**src/rtl/p18_beep_detector.sv**
```systemverilog
// p18_beep_detector
// Listens to the p18 sound generator's square-wave line, measures each
// half-period in video lines and reports whether the high beep
// (2^(SOUND_DIVIDER-1) lines) or the low beep (2^SOUND_DIVIDER lines) is
// present. A tone is reported once two consecutive half-periods fall in the
// same tone window; the flag is then held for HOLD_FRAMES frames.
//
// Ports:
//   clk            system clock
//   nRst           asynchronous active-low reset
//   sound_in       asynchronous audio square wave
//   line_pulse     one-clk strobe per video line
//   frame_pulse    one-clk strobe per frame
//   high_beep_det  high tone present (held)
//   low_beep_det   low tone present (held)
//   high_start     one-clk pulse when high_beep_det rises
//   low_start      one-clk pulse when low_beep_det rises
module p18_beep_detector #(
  parameter int SOUND_DIVIDER = 5,
  parameter int TOLERANCE     = 2,
  parameter int HOLD_FRAMES   = 3
) (
  input  logic clk,
  input  logic nRst,
  input  logic sound_in,
  input  logic line_pulse,
  input  logic frame_pulse,
  output logic high_beep_det,
  output logic low_beep_det,
  output logic high_start,
  output logic low_start
);

  localparam int W = SOUND_DIVIDER + 2;
  localparam logic [W-1:0] CNT_MAX   = {W{1'b1}};
  localparam logic [W-1:0] HIGH_HP   = W'(2 ** (SOUND_DIVIDER - 1));
  localparam logic [W-1:0] LOW_HP    = W'(2 ** SOUND_DIVIDER);
  localparam logic [W-1:0] TOL_W     = W'(TOLERANCE);
  localparam logic [2:0]   HOLD_INIT = 3'(HOLD_FRAMES);

  typedef enum logic [1:0] {
    CLS_NONE = 2'd0,
    CLS_HIGH = 2'd1,
    CLS_LOW  = 2'd2
  } cls_e;

  function automatic logic [W-1:0] abs_diff(input logic [W-1:0] a,
                                            input logic [W-1:0] b);
    logic [W-1:0] r;
    if (a >= b) begin
      r = a - b;
    end else begin
      r = b - a;
    end
    return r;
  endfunction

  // Returns {det, hold}. A confirmation reloads and wins over a frame tick;
  // the flag drops on the tick that takes the counter from 1 to 0.
  function automatic logic [3:0] hold_next(input logic       confirm,
                                           input logic       frame,
                                           input logic       det,
                                           input logic [2:0] hold);
    logic [3:0] r;
    if (confirm) begin
      r = {1'b1, HOLD_INIT};
    end else if (frame && (hold != 3'd0)) begin
      r = {det && (hold != 3'd1), hold - 3'd1};
    end else begin
      r = {det, hold};
    end
    return r;
  endfunction

  logic         sync1_q, s_q, s_prev_q;
  logic [W-1:0] hp_cnt_q, hp_cnt_d;
  logic         armed_q, armed_d;
  cls_e         last_class_q, last_class_d;
  logic [2:0]   high_hold_q, high_hold_d, low_hold_q, low_hold_d;
  logic         high_det_q, high_det_d, low_det_q, low_det_d;
  logic         high_prev_q, low_prev_q;
  logic         high_start_q, low_start_q;

  logic edge_s, measure_s, conf_high_s, conf_low_s;
  cls_e meas_cls_s;

  // Classify the current count as a half-period and detect confirmations.
  always_comb begin
    edge_s    = s_q ^ s_prev_q;
    measure_s = edge_s & armed_q;
    if (abs_diff(hp_cnt_q, HIGH_HP) <= TOL_W) begin
      meas_cls_s = CLS_HIGH;
    end else if (abs_diff(hp_cnt_q, LOW_HP) <= TOL_W) begin
      meas_cls_s = CLS_LOW;
    end else begin
      meas_cls_s = CLS_NONE;
    end
    conf_high_s = measure_s && (meas_cls_s == CLS_HIGH) && (last_class_q == CLS_HIGH);
    conf_low_s  = measure_s && (meas_cls_s == CLS_LOW)  && (last_class_q == CLS_LOW);
  end

  // Next-state for the half-period counter, arming and class history.
  always_comb begin
    hp_cnt_d     = hp_cnt_q;
    armed_d      = armed_q;
    last_class_d = last_class_q;
    // An edge clears the counter even if a line strobe lands in the same cycle.
    if (edge_s) begin
      hp_cnt_d = {W{1'b0}};
    end else if (line_pulse && (hp_cnt_q != CNT_MAX)) begin
      hp_cnt_d = hp_cnt_q + W'(1);
    end else begin
      hp_cnt_d = hp_cnt_q;
    end
    if (edge_s) begin
      armed_d = 1'b1;
      if (armed_q) begin
        last_class_d = meas_cls_s;
      end else begin
        last_class_d = last_class_q;
      end
    end else if (hp_cnt_q == CNT_MAX) begin
      // Silence: forget the history so the next tone needs three edges again.
      armed_d      = 1'b0;
      last_class_d = CLS_NONE;
    end else begin
      armed_d      = armed_q;
      last_class_d = last_class_q;
    end
    {high_det_d, high_hold_d} = hold_next(conf_high_s, frame_pulse, high_det_q, high_hold_q);
    {low_det_d,  low_hold_d}  = hold_next(conf_low_s,  frame_pulse, low_det_q,  low_hold_q);
  end

  // State registers, synchronizer and start-pulse edge detectors.
  always_ff @(posedge clk or negedge nRst) begin
    if (!nRst) begin
      sync1_q      <= 1'b0;
      s_q          <= 1'b0;
      s_prev_q     <= 1'b0;
      hp_cnt_q     <= {W{1'b0}};
      armed_q      <= 1'b0;
      last_class_q <= CLS_NONE;
      high_hold_q  <= 3'd0;
      low_hold_q   <= 3'd0;
      high_det_q   <= 1'b0;
      low_det_q    <= 1'b0;
      high_prev_q  <= 1'b0;
      low_prev_q   <= 1'b0;
      high_start_q <= 1'b0;
      low_start_q  <= 1'b0;
    end else begin
      sync1_q      <= sound_in;
      s_q          <= sync1_q;
      s_prev_q     <= s_q;
      hp_cnt_q     <= hp_cnt_d;
      armed_q      <= armed_d;
      last_class_q <= last_class_d;
      high_hold_q  <= high_hold_d;
      low_hold_q   <= low_hold_d;
      high_det_q   <= high_det_d;
      low_det_q    <= low_det_d;
      high_prev_q  <= high_det_q;
      low_prev_q   <= low_det_q;
      high_start_q <= high_det_q & ~high_prev_q;
      low_start_q  <= low_det_q & ~low_prev_q;
    end
  end

  assign high_beep_det = high_det_q;
  assign low_beep_det  = low_det_q;
  assign high_start    = high_start_q;
  assign low_start     = low_start_q;

endmodule

```
**config.mk**
```make
export PLATFORM = sky130hd
export DESIGN_NAME = p18_beep_detector
export DESIGN_NICKNAME = d
export VERILOG_FILES = /design/src/rtl/p18_beep_detector.sv
export SDC_FILE = /design/constraint.sdc
export NUM_CORES = 1
export LEC_CHECK = 0
export CAP_MARGIN = 20
export CORE_AREA = 2 2 56 58
export CTS_BUF_LIST = sky130_fd_sc_hd__clkbuf_16
export CTS_CLUSTER_SIZE = 14
export DETAILED_ROUTE_END_ITERATION = 8
export DIE_AREA = 0 0 58 60
export PLACE_DENSITY_LB_ADDON = 0.05
export SLEW_MARGIN = 40
export SYNTH_ARGS = -nofsm -noshare
export SYNTH_HDL_FRONTEND = slang
export SYNTH_SLANG_ARGS = --single-unit
```
**constraint.sdc**
```tcl
create_clock -name clk -period 3.8 [get_ports clk]
set_clock_uncertainty 0.15 [all_clocks]
set_input_delay 0.57 -clock clk [delete_from_list [all_inputs] [get_ports clk]]
set_output_delay 0.57 -clock clk [all_outputs]
set_load 0.01 [all_outputs]
```
==> results_dict.tcl, run 1 <==
set metrics [dict create \
    slew_viol_final 0 \
    timing.rr.end "high_hold_q[2]$_DFFE_PN0P_" \
    worst-path-max-fanout 11 \
    max_stage_delay_ns 0.54 \
    drt_pass1_iterations 4 \
    grt_max_degree 26 \
    yosys-top-cells-area "dfrtp_1 41%, ha_1 13%, nand2_1 4.9%" \
    gp_congestion 0.801 \
    die_x_um 58 \
    maxCapViolCount 0 \
    dpl-instance-area_sq_um 1630 \
    synthesis.nets 185 \
    cts.sinks 25 \
    post-cts-setup-buffers 0 \
    core_sq_um 2900 \
    nets 193 \
    status "finished clean" \
    initial_utilization 0.526 \
    synth_flop_cell "dfrtp_1" \
    root_buffer "clkbuf_16" \
    grt_pass1_vias 1047 \
    async_reset_ff_frac 1.00 \
    numCtsBuffers 3 \
    max_freq_mhz 383 \
    min_path_type "reg -> reg" \
    n_antenna_cell 0 \
    setup_viol 0 \
    htreeDepth 1 \
    slowest_stage "or4_4" \
    avgSynthCellArea_sq_um 9.31 \
    cp-end-kind "flip-flop" \
    postCtsHoldBufs 0 \
    post_drt_wl_per_cell_um 13.2 \
    critPathLaunchType "flip-flop" \
    pin_count 9 \
    synth.cell_area_sq_um 1530 \
    num_vias 1158 \
    grt_pass1_wl_um 4570 \
    dp_slack_ns 1.24 \
    slew_headroom 0.700 \
    cts_resized 0 \
    tns_ns 0 \
    regToRegStartpoint "hp_cnt_q[5]$_DFFE_PN0P_" \
    synth_top_area_share 0.410 \
    hold_viol_final 0 \
    r2r_cells 8 \
    yosysWarnings 0 \
    synth_seq_cells 25 \
    clk_pin_slew_ns 0.06 \
    finalPower_mw 0.884 \
    ant_nets 0 \
    clock_latency_ns 0.26 \
    crit_required_ns 3.80 \
    rows 20 \
    netlist_instances 164 \
    path_class "reg -> reg" \
    drive_above_1_share 0.0526 \
    rsz0062_at_grt "no" \
    synth_cell_types 40 \
    cts_buffer_depth 2 \
    vias_per_cell 5.68 \
    synthTopCellsByCount "25 x dfrtp_1, 20 x nand2_1, 16 x ha_1" \
    dieHeight_um 60 \
    cts_tree "done" \
    power_density_nw_per_um2 517 \
    synth_edf_count 0 \
    period_share 0.688 \
    antenna_found_initial 0 \
    final_core_util 0.589 \
    grt_usage 0.175 \
    worst_pin_slew_ns 0.451 \
    irDropWorstVdd_mv 0.382 \
    routed_wl_um 2700 \
    min_period_ns 2.61 \
    drc 0 \
    finalInstanceArea_sq_um 1710 \
    reg2reg_slack_ns 1.19 \
    die_area_sq_um 3480 \
    dpl.hpwl_um 1970 \
    yosysSeqAreaShare 0.410 \
    synthToLayoutAreaGrowth_pct 12.0 \
    p_leak_nw 0.784 \
    port_buffers 8 \
    synth_top_area_cell "dfrtp_1" \
    grt-ovfl-total 0 \
    crit_end "high_hold_q[2]$_DFFE_PN0P_" \
    cp.arrival_ns 2.61 \
    worstSetupStartpoint "hp_cnt_q[5]$_DFFE_PN0P_" \
    path_cells "inv_1, ha_1, inv_1, a311o_1, mux2i_1, mux2i_1, or4_4, a21boi_1" \
    layout_setup_ws_ns 1.19 \
    initialDrtViolationCount 43 \
    post-synth-top-count-cell "dfrtp_1" \
]
[power by group]
part           internal, mW  switching (mW)
combinational         0.136           0.144
sequential            0.332          0.0425
clock                 0.141          0.0886
total                 0.609           0.275
[cell type report]
class                      instances  area [sq um]
multi-input combinational        119           821
inverter                          13          48.8
fill                             255          1190
timing repair buffer              10          95.1
tap                               33          41.3
clock buffer                       3          75.1
clock inverter                     1          3.75
sequential                        25           626
[worst min-delay path by stage]
stage / start / cells after the start / to / slack [ns]
2_1_floorplan: nRst / 0 / armed_q$_DFFE_PN0P_ / 0.12
3_3_place_gp: sync1_q$_DFF_PN0_ / 0 / s_q$_DFF_PN0_ / 0.19
3_5_place_dp: sync1_q$_DFF_PN0_ / 0 / s_q$_DFF_PN0_ / 0.19
4_1_cts: sync1_q$_DFF_PN0_ / 0 / s_q$_DFF_PN0_ / 0.21
5_1_grt: sync1_q$_DFF_PN0_ / 0 / s_q$_DFF_PN0_ / 0.21
6_report: sync1_q$_DFF_PN0_ / 0 / s_q$_DFF_PN0_ / 0.21
[through the flow]
stage | cells | hold slack (ns)
after floorplan | 164 | 0.124
after global placement | 200 | 0.187
after detailed placement | 200 | 0.187
after CTS | 204 | 0.208
after global routing | 204 | 0.211
final | 204 | 0.206
[critical path: cells and delay by family (launching register included)]
family                   cells  cell delay (ns)
adder cells (fa/ha/maj)      1             0.21
AND/OR/NAND/NOR              1             0.54
buffers and inverters        2             0.27
AO/OA/AOI/OAI                2             0.51
flip-flops                   1             0.52
multiplexers                 2             0.30
[placed cells by master (no fill, tap or decap), drive strengths merged, types with 2 or more instances in the layout]
| cell | count |
|---|---|
| mux2i | 4 |
| nand2 | 20 |
| o211ai | 3 |
| nor2b | 3 |
| a21oi | 9 |
| nand2b | 2 |
| dfrtp | 25 |
| nor4 | 2 |
| clkbuf | 3 |
| nand3 | 11 |
| xor2 | 2 |
| ha | 16 |
| xnor2 | 4 |
| or3 | 2 |
| or4 | 3 |
| inv | 14 |
| nor2 | 11 |
| o21ai | 7 |
| nor3b | 2 |
| a21boi | 3 |
| clkdlybuf4s50 | 8 |
| buf | 2 |
[flip-flops by register name (all words and copies together), names as in the netlist]
| signal | flops |
|---|---|
| last_class_q | 2 |
| s_prev_q | 1 |
| high_prev_q | 1 |
| high_beep_det | 1 |
| high_hold_q | 3 |
| low_beep_det | 1 |
| low_hold_q | 3 |
| high_start | 1 |
| sync1_q | 1 |
| hp_cnt_q | 7 |
| low_prev_q | 1 |
| armed_q | 1 |
| s_q | 1 |
| low_start | 1 |
[metal layers]
metal / part of all wire / track usage / vias to the layer above
li1: - / - / 578
met4: 0.018 / 0.0831 / 0
met3: 0.042 / 0.0325 / 4
met1: 0.50 / 0.236 / 548
met2: 0.44 / 0.273 / 28
met5: 0 / 0 / -
[kinds of logic (layout without fill, tap and decap cells)]
family	after synthesis	after routing	share of synthesized area
multiplexers	5	5	0.0336
flip-flops	25	25	0.410
AND/OR/NAND/NOR	61	61	0.206
XOR/XNOR	6	6	0.0344
adder cells (fa/ha/maj)	16	16	0.131
buffers and inverters	20	27	0.0525
AO/OA/AOI/OAI	31	31	0.133
Power figures use the tool's default switching activity.
==> run 2, diff against run 1 <==
==> constraint.sdc (replaced) <==
create_clock -name clk -period 2.52 [get_ports clk]
set_clock_uncertainty 0.15 [all_clocks]
set_input_delay 0.378 -clock clk [delete_from_list [all_inputs] [get_ports clk]]
set_output_delay 0.378 -clock clk [all_outputs]
set_load 0.01 [all_outputs]
==> run 2 against run 1 <==
  * Combinational power increased by 56%
  * Maximum frequency increased by 9.9%
  * Die area unchanged
  * Via count increased by 2.6%
  * Power increased by 51%
  * First-iteration DRC count increased by 14%
  * Setup slack got worse by 1.0 ns
  * Hold slack improved by 0.0083 ns
  * Utilization increased by 2.0 points
  * Critical path depth unchanged
  * Largest cell class unchanged
  * Sequential share of layout area decreased by 0.98 points
==> results_dict.tcl, run 2 (synthesis gave the netlist of run 1 again) <==
set metrics [dict create \
    numCtsBuffers 3 \
    grt_usage 0.186 \
    htreeDepth 1 \
    dpl-instance-area_sq_um 1670 \
    dpl.hpwl_um 2110 \
    path_cells "inv_2, ha_2, inv_1, a311o_1, mux2i_1, mux2i_1, or4_4, a21boi_1" \
    post-cts-setup-buffers 0 \
    slowest_stage "or4_4" \
    critPathLaunchType "flip-flop" \
    dieHeight_um 60 \
    max_freq_mhz 420 \
    root_buffer "clkbuf_16" \
    period_share 0.944 \
    path_class "reg -> reg" \
    min_path_type "reg -> reg" \
    die_x_um 58 \
    drt_pass1_iterations 4 \
    timing.rr.end "high_hold_q[2]$_DFFE_PN0P_" \
    worst-path-max-fanout 6 \
    max_stage_delay_ns 0.54 \
    cpMostUsedCell "mux2i_1" \
    hold_end "s_q$_DFF_PN0_" \
    n_antenna_cell 0 \
    post_drt_wl_per_cell_um 13.6 \
    worst_pin_slew_ns 0.390 \
    seqCellArea_sq_um 629 \
    port_buffers 8 \
    grt_pass1_vias 1106 \
    cts.sinks 25 \
    gp_congestion 0.858 \
    clk_pin_slew_ns 0.06 \
    synthToLayoutAreaGrowth_pct 15.8 \
    maxCapViolCount 0 \
    vias_per_cell 5.68 \
    setup_viol 0 \
    multi_input_area_sq_um 837 \
    crit_required_ns 2.51 \
    top_register "hp_cnt_q" \
    grt_pass1_wl_um 4940 \
    slew_headroom 0.737 \
    holdPathStages 0 \
    pin_count 9 \
    initial_utilization 0.526 \
    drc 0 \
    final_common_cell "dfrtp_1" \
    cts_buffer_depth 2 \
    final_cell_mix "22 x dfrtp_1, 20 x nand2_1, 15 x ha_1" \
    slew_viol_final 0 \
    antenna_found_initial 0 \
    finalInstanceArea_sq_um 1770 \
    reg2reg_slack_ns 0.14 \
    rows 20 \
    drive_above_1_share 0.119 \
    ant_nets 0 \
    power_density_nw_per_um2 756 \
    fill_cells 263 \
    hp-start "sync1_q$_DFF_PN0_" \
    tns_ns 0 \
    core_sq_um 2900 \
    regToRegStartpoint "hp_cnt_q[6]$_DFFE_PN0P_" \
    cp.arrival_ns 2.37 \
    hold_viol_final 0 \
    cp-end-kind "flip-flop" \
    status "finished clean" \
    grt_max_degree 26 \
    largest_reg_flops 7 \
    die_area_sq_um 3480 \
    min_period_ns 2.38 \
    largestRegisters "hp_cnt_q x7, high_hold_q x3, low_hold_q x3" \
    routed_wl_um 2850 \
    p_leak_nw 0.813 \
    nets 198 \
    num_vias 1188 \
    rsz0062_at_grt "no" \
    cts_tree "done" \
    r2r_cells 8 \
    grt-ovfl-total 0 \
    initialDrtViolationCount 49 \
    clock_latency_ns 0.25 \
    irDropWorstVdd_mv 0.702 \
]
run 2: changes by cell type in the layout (fill, tap and decap cells not counted), sizes merged:
cell  previous run  this run
buf              2         7
run 2: worst max path at each step:
stage	start	end	cells after the start
3_5_place_dp	hp_cnt_q[0]$_DFFE_PN0P_	high_hold_q[2]$_DFFE_PN0P_	8
2_1_floorplan	hp_cnt_q[5]$_DFFE_PN0P_	high_hold_q[2]$_DFFE_PN0P_	9
4_1_cts	hp_cnt_q[0]$_DFFE_PN0P_	high_hold_q[2]$_DFFE_PN0P_	8
5_1_grt	hp_cnt_q[5]$_DFFE_PN0P_	high_hold_q[2]$_DFFE_PN0P_	8
3_3_place_gp	hp_cnt_q[0]$_DFFE_PN0P_	high_hold_q[2]$_DFFE_PN0P_	8
6_report	hp_cnt_q[6]$_DFFE_PN0P_	high_hold_q[2]$_DFFE_PN0P_	8
run 2: area by class of cell:
cell class | count | share of cell area
Clock buffer | 3 | 0.0425
Clock inverter | 1 | 0.00212
Inverter | 13 | 0.0276
Multi-Input combinational cell | 119 | 0.473
Sequential cell | 25 | 0.356
Tap cell | 33 | 0.0234
Timing Repair Buffer | 15 | 0.0750
run 2: repair_timing:
action,CTS,global route
hold buffers,0,0
setup endpoints to repair,0,8
resized for setup,0,8
run 2: where the power goes:
part / internal, mW / total [mW] / leakage [nW] / switching (mW)
combinational: 0.212 / 0.436 / 0.454 / 0.224
sequential: 0.502 / 0.565 / 0.317 / 0.0634
clock: 0.212 / 0.336 / 0.0423 / 0.124
run 2: worst max-delay path: cells and delay by family (launching register included):
family / cells / cell delay, ns
AOI/OAI and AO/OA: 2 / 0.50
DFF: 1 / 0.45
and+or+nand+nor: 1 / 0.54
buffers and inverters: 2 / 0.15
muxes: 2 / 0.27
adders and majority gates: 1 / 0.19
run 2: stage by stage:
| step | setup WS (ns) | hold WS [ns] | instances | util | power [mW] |
|---|---|---|---|---|---|
| 2_1_floorplan | 0.0843 | -0.0676 | 164 | - | 0.860 |
| 3_3_place_gp | 0.137 | 0.197 | 205 | 0.575 | 0.986 |
| 3_5_place_dp | 0.0465 | 0.186 | 205 | 0.575 | 1.00 |
| 4_1_cts | 0.0388 | 0.214 | 209 | 0.602 | 1.35 |
| 5_1_grt | 0.000444 | 0.217 | 209 | 0.609 | 1.44 |
| 6_report | 0.142 | 0.214 | 209 | 0.609 | 1.34 |
run 2: metal layers:
| metal | GRT usage | routed length, um | vias to the layer above |
|---|---|---|---|
| li1 | - | - | 590 |
| met2 | 0.294 | 1310 | 23 |
| met5 | 0 | 0 | - |
| met3 | 0.0260 | 110 | 3 |
| met1 | 0.267 | 1410 | 572 |
| met4 | 0.0532 | 24 | 0 |
==> run 3, diff against run 2 <==
--- a/config.mk
+++ b/config.mk
@@ -11,7 +11,8 @@
 export CTS_CLUSTER_SIZE = 14
 export DETAILED_ROUTE_END_ITERATION = 8
 export DIE_AREA = 0 0 58 60
-export PLACE_DENSITY_LB_ADDON = 0.05
+export PLACE_DENSITY = 0.75
+export SKIP_CTS_REPAIR_TIMING = 1
 export SLEW_MARGIN = 40
 export SYNTH_ARGS = -nofsm -noshare
 export SYNTH_HDL_FRONTEND = slang
==> run 3 against run 2 <==
  * Die area unchanged
  * Flip-flop and latch count stayed put
  * Critical path depth stayed put
  * First-iteration DRC count down 33%
  * Hold slack got worse by 0.0017 ns
  * Register-to-register slack hardly changed
  * Clock-buffer cell count stayed put
  * Design area grew 1.8%
  * Clock power rose by 2%
  * Non-clock buffer count up 4
==> results_dict.tcl, run 3 (synthesis gave the netlist of run 1 again) <==
set metrics [dict create \
    grt_usage 0.191 \
    min_period_ns 2.39 \
    maxCapViolCount 0 \
    finalPower_mw 1.36 \
    die_x_um 58 \
    reg2reg_slack_ns 0.13 \
    irDropWorstVdd_mv 0.527 \
    p_comb_frac 0.334 \
    cts_tree "done" \
    final_cell_mix "23 x dfrtp_1, 20 x nand2_1, 14 x ha_1" \
    die_area_sq_um 3480 \
    worst-path-max-fanout 6 \
    p_int_mw 0.929 \
    post_drt_wl_per_cell_um 14.1 \
    grt-ovfl-total 0 \
    largestRegisters "hp_cnt_q x7, high_hold_q x3, low_hold_q x3" \
    vias_per_cell 5.70 \
    status "finished clean" \
    dp_slack_ns 0.0548 \
    cp.arrival_ns 2.38 \
    crit_end "high_hold_q[2]$_DFFE_PN0P_" \
    seqPwrFrac 0.415 \
    hold_viol_final 0 \
    ant_nets 0 \
    root_buffer "clkbuf_16" \
    min_path_type "reg -> reg" \
    slew_headroom 0.714 \
    top_register "hp_cnt_q" \
    cts.sinks 25 \
    final_core_util 0.620 \
    cp-end-kind "flip-flop" \
    dp.cells 206 \
    path_cells "inv_2, ha_2, inv_1, a311o_1, mux2i_1, mux2i_1, or4_4, a21boi_1" \
    n_antenna_cell 0 \
    antenna_found_initial 0 \
    initialDrtViolationCount 33 \
    dpl.hpwl_um 2190 \
    worst_pin_slew_ns 0.424 \
    slew_viol_final 0 \
    worstSetupStartpoint "hp_cnt_q[6]$_DFFE_PN0P_" \
    grt_pass1_vias 1175 \
    crit_required_ns 2.51 \
    max_stage_delay_ns 0.54 \
    swShare 0.319 \
    nets 202 \
    clk_pin_slew_ns 0.06 \
    regToRegStartpoint "hp_cnt_q[6]$_DFFE_PN0P_" \
    cts_buffer_depth 2 \
    port_buffers 8 \
    finalInstanceArea_sq_um 1800 \
    setup_viol 0 \
    power_density_nw_per_um2 758 \
    path_class "reg -> reg" \
    tns_ns 0 \
    largest_reg_flops 7 \
    clock_power_share 0.251 \
    timing.rr.end "high_hold_q[2]$_DFFE_PN0P_" \
    gp_congestion 0.889 \
    num_vias 1214 \
    synthToLayoutAreaGrowth_pct 17.9 \
    drc 0 \
    cpMostUsedCell "mux2i_1" \
    switching_power_mw 0.434 \
    numCtsBuffers 3 \
    hold_ws_ns 0.213 \
    grt_pass1_wl_um 5090 \
    slowest_stage "or4_4" \
    critPathLaunchType "flip-flop" \
    fin_cells 213 \
    rows 20 \
    max_freq_mhz 419 \
    core_sq_um 2900 \
    dpl-instance-area_sq_um 1680 \
    final_common_cell "dfrtp_1" \
    layout_setup_ws_ns 0.132 \
    clock_latency_ns 0.25 \
    initial_utilization 0.526 \
    htreeDepth 1 \
    dieHeight_um 60 \
    pin_count 9 \
    drive_above_1_share 0.139 \
    drt_pass1_iterations 4 \
    p_leak_nw 0.836 \
    period_share 0.948 \
    r2r_cells 8 \
    routed_wl_um 3010 \
    grt_max_degree 26 \
]
[run 3: how the worst min path moves through the flow]
stage	start	end	slack, ns	depth (start not counted)
after CTS	sync1_q$_DFF_PN0_	s_q$_DFF_PN0_	0.21	0
after detailed placement	sync1_q$_DFF_PN0_	s_q$_DFF_PN0_	0.19	0
after floorplan	nRst	armed_q$_DFFE_PN0P_	-0.07	0
after global placement	sync1_q$_DFF_PN0_	s_q$_DFF_PN0_	0.20	0
final	sync1_q$_DFF_PN0_	s_q$_DFF_PN0_	0.21	0
after global routing	sync1_q$_DFF_PN0_	s_q$_DFF_PN0_	0.21	0
[run 3: worst max-delay path: cells and delay by family (launching register included)]
| family | cells | cell delay, ns |
|---|---|---|
| mux | 2 | 0.29 |
| buf+inv | 2 | 0.17 |
| compound gates | 2 | 0.47 |
| simple gates | 1 | 0.54 |
| flops | 1 | 0.44 |
| fa+ha+maj | 1 | 0.21 |
[run 3: final cells by class]
| type | count | area, sq um |
|---|---|---|
| Fill cell | 221 | 1100 |
| Sequential cell | 25 | 628 |
| Clock buffer | 3 | 75.1 |
| Multi-Input combinational cell | 119 | 840 |
| Clock inverter | 1 | 3.75 |
| Tap cell | 33 | 41.3 |
| Inverter | 13 | 48.8 |
| Timing Repair Buffer | 19 | 163 |
[run 3: layer usage]
metal	vias to the layer above	part of all wire	global-route usage
met4	0	0.0090	0.0698
met3	4	0.030	0.0281
met2	23	0.50	0.323
met1	590	0.46	0.251
met5	-	0	0
li1	597	-	-
[run 3: power by group through the flow]
stage | Clock [mW] | Sequential, mW | Combinational (mW)
after floorplan | 0 | 0.567 | 0.293
after global placement | 0 | 0.563 | 0.417
after detailed placement | 0 | 0.571 | 0.439
after CTS | 0.348 | 0.564 | 0.449
after global routing | 0.363 | 0.578 | 0.510
final | 0.342 | 0.566 | 0.455
